[config.mk]
export PLATFORM = sky130hd
export DESIGN_NAME = zprize_div_seq
export DESIGN_NICKNAME = d
export VERILOG_FILES = /design/src/rtl/zprize_div_seq.sv
export SDC_FILE = /design/constraint.sdc
export NUM_CORES = 1
export LEC_CHECK = 0
export CAP_MARGIN = 30
export CELL_PAD_IN_SITES_DETAIL_PLACEMENT = 1
export CELL_PAD_IN_SITES_GLOBAL_PLACEMENT = 1
export CORE_AREA = 2 2 150 152
export CTS_CLUSTER_DIAMETER = 50
export DETAILED_ROUTE_END_ITERATION = 8
export DIE_AREA = 0 0 152 154
export HOLD_SLACK_MARGIN = 0.06
export PLACE_DENSITY = 0.82
export SLEW_MARGIN = 5
export SYNTH_ARGS = -nofsm -noshare
export SYNTH_HDL_FRONTEND = slang
export SYNTH_SLANG_ARGS = --single-unit
[constraint.sdc]
create_clock -name clk -period 3.9 [get_ports clk]
set_input_delay 0.39 -clock clk [delete_from_list [all_inputs] [get_ports clk]]
set_output_delay 0.39 -clock clk [all_outputs]
set_load 0.05 [all_outputs]
[src/rtl/zprize_div_seq.sv]
// rtl/zprize_div_seq.sv - sequential radix-2 restoring divider, 2W/W unsigned, with metadata
//
// Ports:
//   clk        rising-edge clock
//   rst        asynchronous active-low reset
//   in_valid   operand set offered          in_ready  block idle and accepting
//   dividend   2W-bit unsigned dividend     divisor   W-bit unsigned divisor
//   m_i        M-bit metadata, passed through to m_o unchanged
//   out_valid  result presented (held until out_ready)
//   out_ready  consumer takes the result
//   quot/rem   2W-bit quotient, W-bit remainder
//   div0       result came from a zero divisor (quot all ones, rem = dividend[W-1:0])
//   m_o        metadata captured with the operand set
module zprize_div_seq #(
    parameter int W = 24,
    parameter int M = 32
) (
    input  logic             clk,
    input  logic             rst,
    input  logic             in_valid,
    output logic             in_ready,
    input  logic [2*W-1:0]   dividend,
    input  logic [W-1:0]     divisor,
    input  logic [M-1:0]     m_i,
    output logic             out_valid,
    input  logic             out_ready,
    output logic [2*W-1:0]   quot,
    output logic [W-1:0]     rem,
    output logic             div0,
    output logic [M-1:0]     m_o
);

    localparam int CW = $clog2(2 * W);

    typedef enum logic [1:0] {
        IDLE = 2'd0,
        CALC = 2'd1,
        DONE = 2'd2
    } state_t;

    state_t state, state_nxt;

    logic [CW-1:0]  cnt;
    logic [W:0]     pr;     // partial remainder
    logic [2*W-1:0] q;      // dividend bits shift out the top, quotient bits shift in below
    logic [W-1:0]   dvs;
    logic           dz;
    logic [M-1:0]   meta;

    logic           accept;
    logic [W+1:0]   pr_sh;
    logic [W+1:0]   diff;

    assign accept = in_valid && in_ready;

    // One restoring step: shift in the next dividend bit, trial-subtract the
    // divisor; the sign of the difference decides whether to keep it.
    always_comb begin
        pr_sh = {pr, q[2*W-1]};
        diff  = pr_sh - {2'b00, dvs};
    end

    // State register
    always_ff @(posedge clk or negedge rst) begin
        if (!rst) begin
            state <= IDLE;
        end else begin
            state <= state_nxt;
        end
    end

    // Next-state logic
    always_comb begin
        state_nxt = state;
        case (state)
            IDLE: begin
                if (accept) begin
                    state_nxt = (divisor == '0) ? DONE : CALC;
                end
            end
            CALC: begin
                if (cnt == '0) begin
                    state_nxt = DONE;
                end
            end
            DONE: begin
                if (out_ready) begin
                    state_nxt = IDLE;
                end
            end
            default: state_nxt = IDLE;
        endcase
    end

    // Output logic; in_ready is gated by rst so it reads 0 while reset is held
    // even though the state register already sits in IDLE.
    always_comb begin
        in_ready  = (state == IDLE) && rst;
        out_valid = (state == DONE);
    end

    // Datapath
    always_ff @(posedge clk or negedge rst) begin
        if (!rst) begin
            cnt  <= '0;
            pr   <= '0;
            q    <= '0;
            dvs  <= '0;
            dz   <= 1'b0;
            meta <= '0;
        end else begin
            case (state)
                IDLE: begin
                    if (accept) begin
                        meta <= m_i;
                        dvs  <= divisor;
                        if (divisor == '0) begin
                            q   <= '1;
                            pr  <= {1'b0, dividend[W-1:0]};
                            dz  <= 1'b1;
                            cnt <= '0;
                        end else begin
                            q   <= dividend;
                            pr  <= '0;
                            dz  <= 1'b0;
                            cnt <= CW'(2 * W - 1);
                        end
                    end
                end
                CALC: begin
                    if (!diff[W+1]) begin
                        pr <= diff[W:0];
                        q  <= {q[2*W-2:0], 1'b1};
                    end else begin
                        pr <= pr_sh[W:0];
                        q  <= {q[2*W-2:0], 1'b0};
                    end
                    if (cnt != '0) begin
                        cnt <= cnt - 1'b1;
                    end
                end
                default: ;
            endcase
        end
    end

    assign quot = q;
    assign rem  = pr[W-1:0];
    assign div0 = dz;
    assign m_o  = meta;

endmodule

==> run summary <==
Initial antenna violation count: 1
Final Slew Violations: 0
Number of port buffers: 214
Longest Clk Path Bufs: 2
Vias in the first global route: 7587
CP Launch Type: flip-flop
RSZ-0062 raised after global routing: no
Layout cells sized above 1: 5.31%
Area growth syn-to-layout: 37.2%
Drt pass-1 iters: 4
Initial Util: 35.7%
H-tree levels: 4
Max transition margin: 47.0%
Register area: 3450 um2
Yosys Warn Count: 0
# IOs: 215
Critical path endpoint category: flip-flop
Dpl hpwl: 18200 um
Critical path's largest stage delay: 0.54 ns
Mapped Area: 7750 um2
Largest net degree at the start of global routing: 123
Number of synthesized flops with an enable pin: 0
Total Wirelength: 25800 um
Post-CTS setup buffer count: 0
Worst-skew pair later-pin latency: 0.42 ns
Antenna cell count: 0
Syn avg cell area: 8.46 um2
Hold Path Class: primary input to async pin
Layout Skew: 0.00865 ns
Most frequent cells after synthesis: nand2_1, dfrtp_1, nor2_1
Critical-path top delay cell: or4b_1
Status: complete, no violations
NumNets Final: 1215
Die width: 152 um
Period utilization: 87.8%
Drc violations: 0
Max cap viols: 0
CTS Buf Count: 17
Tightest Pin Transition: 0.787 ns
Core Area: 21700 um2
CP max FO: 24
All-Layer GR Usage: 22.0%
Most area-consuming cells after synthesis: dfrtp_1, nand2_1, o31ai_1
Synthesized instance count: 916
Row Count: 54
Ys async rst share: 100%
Vias per cell: 5.35
WL/cell: 18.8 um
Worst Path Class, Setup: flip-flop to flip-flop
Remaining global-route overflow: 0
Count leader, synth: nand2_1
Fmax: 0.292 GHz
Worst-path cell chain: inv_1 > ha_1 > nor2b_1 > o2111ai_1 > nand4_1 > a31oi_1 > a21oi_1 > or4b_1 > buf_4 > or4_1 > a31oi_1
Arrival time at the worst endpoint: 3.76 ns
CTS tree: done
Clock Tree Root: clkbuf_16
Min Tclk post-route: 3.42 ns
Fill count: 2502
DR iter-0 viols: 374
Placer Congestion: 0.845
Die area: 23400 um2
Die height: 154 um
Number of synthesized register bits: 138
Area occupied by multi-input gates: 3790 um2
Yosys cell types: 55
Top cell type's share of synthesized area: 44.6%
Setup tns final: 0 ns
Antenna-violating nets left: 0
Via count: 7337
Sink Count: 138
Seq/Total Area, Yosys: 44.6%
Synth Net Count: 1051
Final setup viols: 0
Clk pin slew, worst setup/hold paths: 0.06 ns
Ys flop type: dfrtp_1
Most frequent CP cell: a31oi_1
First-pass GRT wire length: 41600 um
Final hold violations: 0
Most area-hungry cell type in the Yosys netlist: dfrtp_1
Req. time, crit path: 4.24 ns
==> registers in the layout, indices dropped and copies added (netlist names) <==
register / count
quot: 48
m_o: 32
pr: 25
dvs: 24
cnt: 6
state: 2
div0: 1
==> timing repair <==
action / CTS / global route
gates resized for setup: 0 / 0
hold buffers: 1 / 0
hold endpoints to repair: 27 / 0
==> cell type report <==
type                    instances  area share [%]
clock inverters                12            1.40
multi-input cells             663            35.7
well taps                     280            3.30
inverters                      31            1.09
clock buffers                  19            4.26
repair buffers                229            21.8
flip-flops and latches        138            32.5
==> per-stage QoR <==
stage / utilization (%) / hold slack [ns] / setup slack, ns / area [um2] / std cells
after global routing: 49.0 / 0.422 / 0.258 / 10600 / 1372
after floorplan: - / 0.0944 / 0.845 / 7750 / 916
after detailed placement: 46.2 / 0.284 / 0.545 / 10000 / 1340
after CTS: 49.0 / 0.405 / 0.491 / 10600 / 1372
after global placement: 46.1 / 0.287 / 0.610 / 9990 / 1339
final: 49.0 / 0.399 / 0.477 / 10600 / 1372
==> placed cells by master (no fill, tap or decap), drive strengths merged, types with 5 or more instances in the layout <==
master         synthesis  layout
clkdlybuf4s50          0     213
nand2                198     198
dfrtp                138     138
nor2                  77      77
nor3                  56      56
o31ai                 51      51
a21oi                 48      48
o21ai                 36      36
inv                   31      31
ha                    26      26
a211oi                23      23
and3                  20      20
clkbuf                49      19
mux2i                 17      17
buf                   35      15
xnor2                 13      13
a21o                  11      11
nand3                  9       9
xor2                   8       8
nor4                   7       7
a31oi                  5       5
clkinv                 0       5
==> worst max-delay path: cells and delay by family (launching register included) <==
family / cells / cell delay, ns
compound gates: 4 / 0.93
simple gates: 4 / 1.41
flops: 1 / 0.39
buf+inv: 2 / 0.33
fa+ha+maj: 1 / 0.27
==> final timing paths <==
check	start	to	slack (ns)	cells past startpoint
worst min-delay path	rst	quot[44]$_DFFE_PN0P_	0.40	2
max in group asynchronous	rst	pr[16]$_DFFE_PN0P_	2.41	3
worst min register to register	m_o[23]$_DFFE_PN0P_	m_o[23]$_DFFE_PN0P_	0.47	2
min in group clk	m_o[23]$_DFFE_PN0P_	m_o[23]$_DFFE_PN0P_	0.47	2
worst max-delay path	dvs[1]$_DFFE_PN0P_	pr[24]$_DFFE_PN0P_	0.48	11
worst max register to register	dvs[1]$_DFFE_PN0P_	pr[24]$_DFFE_PN0P_	0.48	11
==> per-layer routing <==
metal / routed length [um] / vias up / track usage, %
met4: 499 / 0 / 6.45
met5: 0 / - / 0
met1: 11200 / 3660 / 28.0
met2: 12900 / 164 / 37.6
li1: - / 3481 / -
met3: 1200 / 32 / 5.05
==> kinds of logic (layout without fill, tap and decap cells) <==
logic type / after synthesis / in the layout / synth area share [%]
simple gates: 395 / 395 / 22.3
compound gates: 201 / 201 / 17.1
flops: 138 / 138 / 44.6
buf+inv: 115 / 291 / 6.78
fa+ha+maj: 27 / 27 / 4.46
xor+xnor: 21 / 21 / 2.37
mux: 19 / 19 / 2.49
Power is not shown: default switching activity piles up to over one toggle a cycle in this logic, so the estimate is an artifact.
